<file path="src/rtl/mac_stream.sv">
// rtl/mac_stream.sv - pipelined multiply-accumulate over valid/last framed operand streams
//
// Purpose: computes one dot product per frame of operand pairs. Stage P
// registers the product of each accepted pair; stage A adds it to the running
// accumulator. On the last pair of a frame the sum is emitted with a
// one-cycle out_valid pulse and a sticky overflow flag.
//
// Optional feature: define MAC_SATURATE_EN to clamp the sum on overflow.
// When it is undefined the sum wraps modulo 2^ACC_W. Overflow is reported
// in both builds.
//
// Parameters:
//   DATA_W  operand width (2..32)
//   ACC_W   accumulator/result width (>= 2*DATA_W)
//   SIGNED  0 = unsigned operands, 1 = two's-complement operands
//
// Ports:
//   clk       single clock, rising edge
//   rst       synchronous active-high reset
//   in_valid  a/b/in_last valid this cycle
//   in_last   final pair of a frame
//   a, b      operands (DATA_W)
//   acc       running accumulator of the current frame (ACC_W)
//   out_valid one-cycle pulse when a frame completes
//   out_data  completed frame sum, held until the next frame completes
//   out_ovf   frame overflowed ACC_W at some step, held with out_data

module mac_stream #(
    parameter int DATA_W = 8,
    parameter int ACC_W  = 24,
    parameter int SIGNED = 0
) (
    input  logic              clk,
    input  logic              rst,
    input  logic              in_valid,
    input  logic              in_last,
    input  logic [DATA_W-1:0] a,
    input  logic [DATA_W-1:0] b,
    output logic [ACC_W-1:0]  acc,
    output logic              out_valid,
    output logic [ACC_W-1:0]  out_data,
    output logic              out_ovf
);

    localparam int P_W = 2 * DATA_W;

    logic [P_W-1:0]   r_p;
    logic             r_p_valid;
    logic             r_p_last;
    logic [ACC_W-1:0] r_acc;
    logic             r_first;
    logic             r_ovf_sticky;
    logic             r_out_valid;
    logic [ACC_W-1:0] r_out_data;
    logic             r_out_ovf;

    logic [P_W-1:0]   w_a_x;
    logic [P_W-1:0]   w_b_x;
    logic [P_W-1:0]   w_prod;
    logic [ACC_W-1:0] w_p_ext;
    logic [ACC_W-1:0] w_base;
    logic [ACC_W:0]   w_sum_full;
    logic [ACC_W-1:0] w_raw;
    logic             w_ovf;
    logic [ACC_W-1:0] w_sum;

    // Operands are extended to the product width first, so the low P_W bits
    // of the product are correct for both signed and unsigned operation.
    always_comb begin
        w_a_x  = {{DATA_W{(SIGNED != 0) && a[DATA_W-1]}}, a};
        w_b_x  = {{DATA_W{(SIGNED != 0) && b[DATA_W-1]}}, b};
        w_prod = w_a_x * w_b_x;
    end

    always_comb begin
        w_p_ext = '0;
        w_p_ext[P_W-1:0] = r_p;
        for (int i = P_W; i < ACC_W; i++) begin
            w_p_ext[i] = (SIGNED != 0) && r_p[P_W-1];
        end
    end

    // A frame's first product starts from zero rather than the held acc.
    assign w_base     = r_first ? '0 : r_acc;
    assign w_sum_full = {1'b0, w_base} + {1'b0, w_p_ext};
    assign w_raw      = w_sum_full[ACC_W-1:0];

    always_comb begin
        if (SIGNED != 0) begin
            w_ovf = (w_base[ACC_W-1] == w_p_ext[ACC_W-1]) &&
                    (w_raw[ACC_W-1] != w_base[ACC_W-1]);
        end else begin
            w_ovf = w_sum_full[ACC_W];
        end
    end

`ifdef MAC_SATURATE_EN
    // Signed overflow only happens with equal operand signs, so the sign of
    // the base selects which rail to clamp to.
    always_comb begin
        w_sum = w_raw;
        if (w_ovf) begin
            if (SIGNED == 0) begin
                w_sum = '1;
            end else if (w_base[ACC_W-1]) begin
                w_sum = {1'b1, {(ACC_W-1){1'b0}}};
            end else begin
                w_sum = {1'b0, {(ACC_W-1){1'b1}}};
            end
        end
    end
`else
    assign w_sum = w_raw;
`endif

    always_ff @(posedge clk) begin
        if (rst) begin
            r_p          <= '0;
            r_p_valid    <= 1'b0;
            r_p_last     <= 1'b0;
            r_acc        <= '0;
            r_first      <= 1'b1;
            r_ovf_sticky <= 1'b0;
            r_out_valid  <= 1'b0;
            r_out_data   <= '0;
            r_out_ovf    <= 1'b0;
        end else begin
            r_p_valid   <= in_valid;
            r_p_last    <= in_valid && in_last;
            r_out_valid <= 1'b0;
            if (in_valid) begin
                r_p <= w_prod;
            end
            if (r_p_valid) begin
                if (r_p_last) begin
                    r_out_data   <= w_sum;
                    r_out_ovf    <= r_ovf_sticky | w_ovf;
                    r_out_valid  <= 1'b1;
                    r_acc        <= '0;
                    r_ovf_sticky <= 1'b0;
                    r_first      <= 1'b1;
                end else begin
                    r_acc        <= w_sum;
                    r_ovf_sticky <= r_ovf_sticky | w_ovf;
                    r_first      <= 1'b0;
                end
            end
        end
    end

    assign acc       = r_acc;
    assign out_valid = r_out_valid;
    assign out_data  = r_out_data;
    assign out_ovf   = r_out_ovf;

endmodule
</file>
<file path="config.mk">
export PLATFORM = sky130hd
export DESIGN_NAME = mac_stream
export DESIGN_NICKNAME = d
export VERILOG_FILES = /design/src/rtl/mac_stream.sv
export SDC_FILE = /design/constraint.sdc
export NUM_CORES = 1
export LEC_CHECK = 0
export BUFFER_PORTS_ARGS = -buffer_cell sky130_fd_sc_hd__buf_4
export CAP_MARGIN = 20
export CORE_MARGIN = 5
export CORE_UTILIZATION = 54
export DETAILED_ROUTE_END_ITERATION = 8
export PLACE_DENSITY_LB_ADDON = 0.2
export SKIP_CTS_REPAIR_TIMING = 1
export SLEW_MARGIN = 20
export SYNTH_ARGS = -nofsm -noshare
export SYNTH_HDL_FRONTEND = slang
export SYNTH_SLANG_ARGS = --single-unit
</file>
<file path="constraint.sdc">
create_clock -name clk -period 5 [get_ports clk]
set_input_delay 0 -clock clk [delete_from_list [all_inputs] [get_ports clk]]
set_output_delay 0 -clock clk [all_outputs]
set_load 0.005 [all_outputs]
</file>
======== After elaboration in Yosys (flattened, before gate mapping) ========
Index checks and enable logic that the tools add are counted.
storage, ports and cells
  input port bits ......................... 20
  flip-flop bits (word level) ............. 70
cells by class
  add/sub/neg operators ................... 1
  bitwise gates (word level) .............. 2
  reduce and logical (&&, ||, !) cells .... 3
  mux-type cells .......................... 4
  multiply operators ...................... 1
operators by type and width
  cell                 count
  $mux W24             2
  $add A24 B16 Y25     1
  $mul A8 B8 Y16       1
  $mux W1              2
  $reduce_and A2 Y1    1
  $reduce_or A2 Y1     1
  $logic_and A1 B1 Y1  1
  $not A1 Y1           1
  $or A1 B1 Y1         1

======== Longest topological paths before layout ========
Gate-level depths: netlist of run 1.
  depth after elaboration ................. 4
  depth in mapped cells ................... 17
  mapped depth without buffers ............ 17

======== Least setup slack after synthesis of run 1 ========
Ideal clock, no wire load.
  path kind ............................... input port to flip-flop
  start point ............................. in b[7]
  end point ............................... reg r_p[15]
  path buffers ............................ 0
  path slack .............................. 0.996 ns
  stages on the path ...................... 14
  required time ........................... 4.914 ns
  data arrival time ....................... 3.918 ns
  setup time .............................. 0.086 ns
  cells stage by stage .................... and2_1 -> fa_1 -> fa_1 -> fa_1 -> inv_1 -> fa_1 -> inv_1 -> ha_1 -> or3_1 -> o221a_2 -> o31a_1 -> o41ai_2 -> xnor2_1 -> a211oi_1
on the way
  longest elaborated chain between the ends .. 1
ends and longest elaborated chain
  item                  line  source
  from (decl)           38    input logic [DATA_W-1:0] b,
  $mul A8 B8 Y16        72    w_prod = w_a_x * w_b_x;
  to (signal assigned)  132   r_p <= w_prod;
  to (decl)             47    logic [P_W-1:0] r_p;
Every way passes these cells.
A chain may end at the register's enable or synchronous reset.

======== Final worst setup path of run 1 ========
Same ends and word-level chain as after synthesis.

==> qor.csv, run 1 <==
stage,metric,value,unit
layout,drive_gt1_share,14.2,%
floorplan,initial_core_util,55.0,%
setup_path,arrival,4260,ps
cts,clkTransAtPathRegs,80,ps
timing,slew_viol_final,0,
timing,holdWs,-10.2,ps
logic_synthesis,synth_area,0.00532,mm²
cts,cts_made_buffers,9,
layout,fin_nets,772,
drt,ant_nets,0,
pwr,p_total,1.93,mW
global_route,grt_pass1_wl,20.5,mm
timing,finClkSkew,15.8,ps
timing,timing.final.crit_share,80.1,%
hold_path,hp-class,primary input to register,
global_route,gr-total-overflow,0,
logic_synthesis,yosysWarnings,0,
pwr,netSwitchingPower,0.694,mW
timing,tightestPinTransition,908,ps
logic_synthesis,synth-edff-count,0,
logic_synthesis,syn_nets,705,
timing,hold_violations,1,
logic_synthesis,synthCells,596,
cts,clk_latency,350,ps
logic_synthesis,async_flop_share,0,%
setup_path,crit_chain,"buf_4, and2_1, fa_1, fa_1, fa_1, inv_1, fa_1, inv_1, ha_1, or3_1, o221a_2, o31a_1, o41ai_2, xnor2_1, a211oi_1",
setup_path,cp.depth,15,
logic_synthesis,synth_ff_type,dfxtp_1,
logic_synthesis,netlist-cell-type-count,50,
setup_path,setup.worst_path.start_class,primary input,
pwr,p_clk_share,25.7,%
pwr,p_seq_share,32.6,%
timing,max_freq,0.250,GHz
floorplan,row_count,36,
job,drv_cap,0,
timing,fin_tns_setup,0,ps
pwr,p_comb_share,41.7,%
layout,syn_to_final_growth,16.4,%
setup_path,max_stage_delay,540,ps
setup_path,cp.required,5250,ps
layout,fillers,814,
floorplan,io_pins,70,
global_route,grt_max_degree,36,
drt,avgViaCountPerCell,5.54,
status,outcome,finished with violations,
pwr,p_int,1.24,mW
placed_design,place.gp.congestion,0.887,
drt,via_count,4431,
pwr,swShare,35.9,%
setup_path,critPathCaptureType,register,
timing,slew-limit-headroom,39.3,%
placed_design,io_buffers,69,
pwr,ir_drop,231,µV
drt,drt_iter0_drc,223,
hold_path,hold_depth,3,
logic_synthesis,synth_seq_area_share,26.3,%
pwr,p_per_area,312,mW/mm²
cts,root_buffer,clkbuf_8,
cts,clock_sinks,70,
placed_design,dp_hpwl,9.71,mm
floorplan,die_w,109,µm
global_route,grt_pass1_vias,4498,
drt,first_pass_iters,5,
layout,diodes,0,
setup_path,cpMostUsedCell,fa_1,
logic_synthesis,syn_area_per_cell,8.93,µm²
cts,cts_max_level,3,
pwr,p_leak,2.92,nW
cts,clockBufferDepth,2,
global_route,antenna_found_initial,0,
timing,rsz0062_at_grt,false,
logic_synthesis,ys_ff_latch,70,
floorplan,dieHeight,109,µm
cts,cts_tree,yes,
setup_path,cp_slowest_cell,fa_1,
global_route,grt.total_usage,21.6,%
setup_path,criticalPathCategory,primary input to register,
status,violations,hold timing,
setup_path,path_max_fanout,8,
floorplan,dieArea,0.0119,mm²
floorplan,coreArea,0.00968,mm²
drt,routed_wl,12.3,mm
setup_path,worstRegToRegCells,10,
setup_path,critPathTopFamily,adder cells,
drt,drcViolationCount,0,
timing,post-route-min-period,4010,ps
drt,drt-wirelength-per-cell,15.3,µm
timing,finalSetupViolCount,0,
setup_path,worst-path-buf-inv,3,
-- stage by stage --
step	instances	instance area (µm²)	setup WS, ps	util, %
floorplan	596	5320	996	-
global placement	784	5970	742	61.6
detailed placement	784	5970	648	61.7
CTS	799	6190	997	63.9
global route	800	6200	760	64.0
finish	800	6200	993	64.0
-- power by group through the flow --
| stage | clock network [mW] | logic (mW) | registers, mW |
|---|---|---|---|
| after floorplan | 0 | 0.633 | 0.632 |
| after global placement | 0 | 0.782 | 0.641 |
| after detailed placement | 0 | 0.801 | 0.642 |
| after CTS | 0.508 | 0.810 | 0.630 |
| after global routing | 0.528 | 0.928 | 0.635 |
| final | 0.498 | 0.805 | 0.630 |
-- logic make-up after synthesis --
logic type                 count (synthesis)  share of synthesized area (%)
xor gates and xnor gates                  29                           4.77
buffers and inverters                     72                           5.08
adders and majority gates                 89                           26.1
and+or+nand+nor                          184                           17.2
muxes                                      9                           1.69
DFF                                       70                           26.3
AOI/OAI and AO/OA                        143                           18.8
-- layout make-up --
cell class | count | area [µm²] | area share (%)
Tap cell | 133 | 166 | 2.69
Clock inverter | 6 | 87.6 | 1.41
Multi-Input combinational cell | 454 | 3660 | 59.1
Timing Repair Buffer | 72 | 543 | 8.76
Clock buffer | 9 | 124 | 2.00
Inverter | 56 | 210 | 3.39
Sequential cell | 70 | 1400 | 22.6
-- final timing paths --
path,start,to,slack [ps]
min,a[0],r_p[0],-10
min reg2reg,out_ovf,out_ovf,440
max reg2reg,r_first,acc[20],1700
max,b[7],r_p[15],990
-- cells in the final DEF (no fill, tap or decap), types with 19 or more instances in the layout --
| master | n |
|---|---|
| ha_1 | 52 |
| nor2_1 | 39 |
| inv_1 | 55 |
| nand2_1 | 51 |
| nor2b_1 | 21 |
| and2_1 | 50 |
| dfxtp_1 | 70 |
| a22o_1 | 19 |
| a21oi_1 | 28 |
| buf_4 | 71 |
| fa_1 | 37 |
| o21ai_0 | 28 |
-- registers in the layout, indices dropped and copies added (netlist names) --
register and cells:
r_first 1, out_ovf 1, acc 24, r_p 16
r_p_valid 1, out_valid 1, r_ovf_sticky 1, r_p_last 1
out_data 24
-- per-layer routing --
| metal | vias up | share of wire (%) | track usage [%] |
|---|---|---|---|
| li1 | 2181 | - | - |
| met1 | 2142 | 45 | 28.2 |
| met2 | 91 | 49 | 36.7 |
| met3 | 17 | 4.2 | 3.17 |
| met4 | 0 | 1.6 | 7.21 |
| met5 | - | 0 | 0 |
-- synthesized netlist by cell type, types with 3 or more instances --
master,instances,area (µm²)
nand2b_1,3,18.8
or3_1,4,25.0
ha_1,52,651
a21oi_1,29,145
buf_1,3,11.3
a22o_1,19,166
clkbuf_1,13,48.8
and3_1,3,18.8
a21o_1,9,67.6
xnor2_1,17,149
o21ai_0,28,140
and2_1,50,313
o21bai_1,5,37.5
nor2_1,39,146
a22oi_1,7,52.6
a32o_1,4,40.0
nand2_1,51,191
o21a_1,9,67.6
dfxtp_1,70,1400
nor3_1,4,20.0
xor2_1,12,105
o22ai_1,5,31.3
nand3_1,4,20.0
nor2b_1,21,131
inv_1,55,206
fa_1,37,741
a211oi_1,8,60.1
mux2i_1,9,90.1
-- worst reg2reg max path: stages (launching register included) --
cell and delay [ps]:
dfxtp_1 410, nor2b_1 80, ha_1 230, fa_1 440
a211oi_1 350, o21ai_0 180, a21oi_1 480, o211ai_1 300
and2_1 260, or3_1 360, a21oi_1 130
Note: power is estimated with default switching activity, not from simulation.
==> run 2: changes to the inputs <==
ABC_AREA = 1   (was not set)
clock period = 4.2 ns   (was 5 ns; I/O delays follow)
==> run 2 against run 1 <==
Effect of this change:
- the run now ends clean
- sequential power up 18%
- final area is 13% higher
- worst hold slack improved by 11 ps
- sequential share of layout area shrank 2.6 points
- non-clock buffer count is 2 higher
- die area rose by 13%
- sequential cell count did not move
- setup slack worse by 330 ps
- critical path type unchanged
- highest routed layer unchanged
==> qor.csv, run 2 <==
stage,metric,value,unit,change
setup_path,path_max_fanout,8,,unchanged
timing,holdWs,0.758,ps,was -10.2 ps
logic_synthesis,synth-edff-count,0,,unchanged
floorplan,die_w,116,µm,was 109 µm
drt,via_count,5681,,was 4431
timing,fin_ws,663,ps,was 993 ps
drt,routed_wl,14.7,mm,was 12.3 mm
pwr,ir_drop,342,µV,was 231 µV
timing,post-route-min-period,3540,ps,
floorplan,coreArea,0.0109,mm²,was 0.00968 mm²
pwr,p_per_area,365,mW/mm²,was 312 mW/mm²
timing,finClkSkew,5.88,ps,was 15.8 ps
timing,rsz0062_at_grt,false,,unchanged
setup_path,arrival,3770,ps,was 4260 ps
hold_path,hold_depth,3,,unchanged
logic_synthesis,synthCells,921,,was 596
cts,clk_latency,340,ps,was 350 ps
timing,timing.final.crit_share,84.2,%,
logic_synthesis,yosys.area.top_type,dfxtp_1,,unchanged
logic_synthesis,synth_top_area_share,23.0,%,was 26.3%
layout,mostFrequentLayoutCell,nand2_1,,was buf_4
floorplan,initial_core_util,55.8,%,was 55.0%
global_route,met3_usage,4.09,%,was 3.17%
layout,syn_to_final_growth,15.0,%,was 16.4%
layout,stdcell_count,1116,,was 800
layout,drive_gt1_share,10.8,%,was 14.2%
floorplan,io_pins,70,,unchanged
global_route,grt_pass1_vias,5417,,was 4498
setup_path,cp.required,4430,ps,was 5250 ps
placed_design,io_buffers,69,,unchanged
layout,fin_nets,1081,,was 772
timing,slew_viol_final,0,,unchanged
placed_design,post-place-ws,338,ps,was 648 ps
placed_design,dp_hpwl,11.9,mm,was 9.71 mm
timing,fin_tns_setup,0,ps,unchanged
global_route,antenna_found_initial,0,,unchanged
drt,drt_iter0_drc,405,,was 223
cts,clockBufferDepth,2,,unchanged
logic_synthesis,yosysMostFrequentCell,nand2_1,,was dfxtp_1
drt,first_pass_iters,5,,unchanged
setup_path,worstRegToRegCells,12,,was 10
layout,fin_util,64.1,%,was 64.0%
timing,hold_violations,0,,was 1
timing,tightestPinTransition,766,ps,was 908 ps
layout,stdcell_area,0.00701,mm²,was 0.00620 mm²
drt,avgViaCountPerCell,5.09,,was 5.54
setup_path,setup.worst_path.start_class,primary input,,unchanged
drt,drt-wirelength-per-cell,13.2,µm,was 15.3 µm
cts,cts_tree,yes,,unchanged
placed_design,place_area,0.00668,mm²,was 0.00597 mm²
global_route,gr-total-overflow,0,,unchanged
timing,slew-limit-headroom,48.7,%,was 39.3%
global_route,grt_max_degree,38,,was 36
global_route,grt.total_usage,23.4,%,was 21.6%
logic_synthesis,syn_area_per_cell,6.62,µm²,was 8.93 µm²
layout,final_cell_mix,"nand2_1, inv_1, nor2_1",,"was buf_4, dfxtp_1, inv_1"
status,outcome,"finished, final reports clean",,was finished with violations
logic_synthesis,netlist-cell-type-count,31,,was 50
logic_synthesis,ys_ff_latch,70,,unchanged
setup_path,criticalPathCategory,primary input to register,,unchanged
hold_path,hp-class,primary input to register,,unchanged
global_route,grt_use_met1,34.2,%,was 28.2%
pwr,p_total,2.56,mW,was 1.93 mW
floorplan,row_count,38,,was 36
logic_synthesis,synthTopCellsByCount,"nand2_1, inv_1, nor2_1",,"was dfxtp_1, inv_1, ha_1"
logic_synthesis,synth_ff_type,dfxtp_1,,unchanged
timing,max_freq,0.283,GHz,
placed_design,place.gp.congestion,0.975,,was 0.887
setup_path,critPathCaptureType,register,,unchanged
cts,clock_sinks,70,,unchanged
pwr,p_leak,3.93,nW,was 2.92 nW
logic_synthesis,synth_area,0.00610,mm²,was 0.00532 mm²
logic_synthesis,syn_nets,1030,,was 705
placed_design,dpl.cell_count,1100,,was 784
drt,drcViolationCount,0,,unchanged
timing,finalSetupViolCount,0,,unchanged
cts,cts_made_buffers,9,,unchanged
floorplan,dieHeight,116,µm,was 109 µm
floorplan,dieArea,0.0135,mm²,was 0.0119 mm²
global_route,grt_use_met2,35.9,%,was 36.7%
logic_synthesis,async_flop_share,0,%,unchanged
cts,cts_max_level,3,,unchanged
logic_synthesis,synthTopCellsByArea,"dfxtp_1, nand2_1, fa_1",,"was dfxtp_1, fa_1, ha_1"
global_route,grt-busiest-layer,met2,,unchanged
logic_synthesis,yosysWarnings,0,,unchanged
layout,diodes,0,,unchanged
drt,ant_nets,0,,unchanged
global_route,grt_pass1_wl,25.4,mm,was 20.5 mm
logic_synthesis,synth_seq_area_share,23.0,%,was 26.3%
cts,root_buffer,clkbuf_16,,was clkbuf_8
job,drv_cap,0,,unchanged
cts,clkTransAtPathRegs,50,ps,was 80 ps
[run 2: cell count changes in the layout (fill, tap and decap cells not counted), moves of 9 or more]
cell / delta
nand3_1: +58
xnor2_1: -15
and2_1: -48
nor2b_1: -21
a21oi_1: +16
nor2_1: +46
clkbuf_16: +9
a21o_1: -9
a22o_1: -10
inv_1: +118
mux2i_1: -9
nand2_1: +219
[run 2: per-layer routing]
| layer | share of wire (%) | routed length (µm) |
|---|---|---|
| met5 | 0 | 0 |
| met3 | 6.9 | 1010 |
| met4 | 1.1 | 163 |
| met1 | 48 | 7120 |
| met2 | 44 | 6450 |
[run 2: final timing paths]
check | from | end | slack, ps
worst min-delay path | b[0] | r_p[0] | 0.8
worst max register to register | r_first | acc[19] | 1730
worst max-delay path | a[0] | r_p[10] | 660
worst min register to register | out_data[20] | out_data[20] | 450
[run 2: cell families (layout without fill, tap and decap cells)]
family,Yosys count,count (layout),synth area share (%)
flip-flops,70,70,23.0
AO/OA/AOI/OAI,86,86,8.23
buffers and inverters,210,265,13.2
XOR/XNOR,14,14,2.01
AND/OR/NAND/NOR,452,452,30.8
adder cells (fa/ha/maj),89,89,22.8
[run 2: critical path, cell delays in order]
cell and delay (ps):
buf_4 130, nand2_1 80, fa_1 500, fa_1 540
inv_1 60, fa_1 530, inv_1 50, fa_1 520
inv_1 40, ha_1 340, nand2_1 120, o21ai_0 240
nor2_1 100, o21ai_0 220, nor2_1 60, o21ai_0 170
inv_1 60
[run 2: cell type report]
type | instances | area (µm²)
clock inverter | 4 | 70.1
tap | 140 | 175
sequential | 70 | 1400
timing repair buffer | 74 | 558
inverter | 176 | 661
multi-input combinational | 641 | 3890
clock buffer | 11 | 253
fill | 1039 | 3920
[run 2: power breakdown]
group | total [mW] | leakage, nW | internal [mW] | switching (mW)
combinational | 0.996 | 3.20 | 0.376 | 0.620
clock | 0.822 | 0.161 | 0.546 | 0.276
sequential | 0.741 | 0.569 | 0.709 | 0.0321
total | 2.56 | 3.93 | 1.63 | 0.928
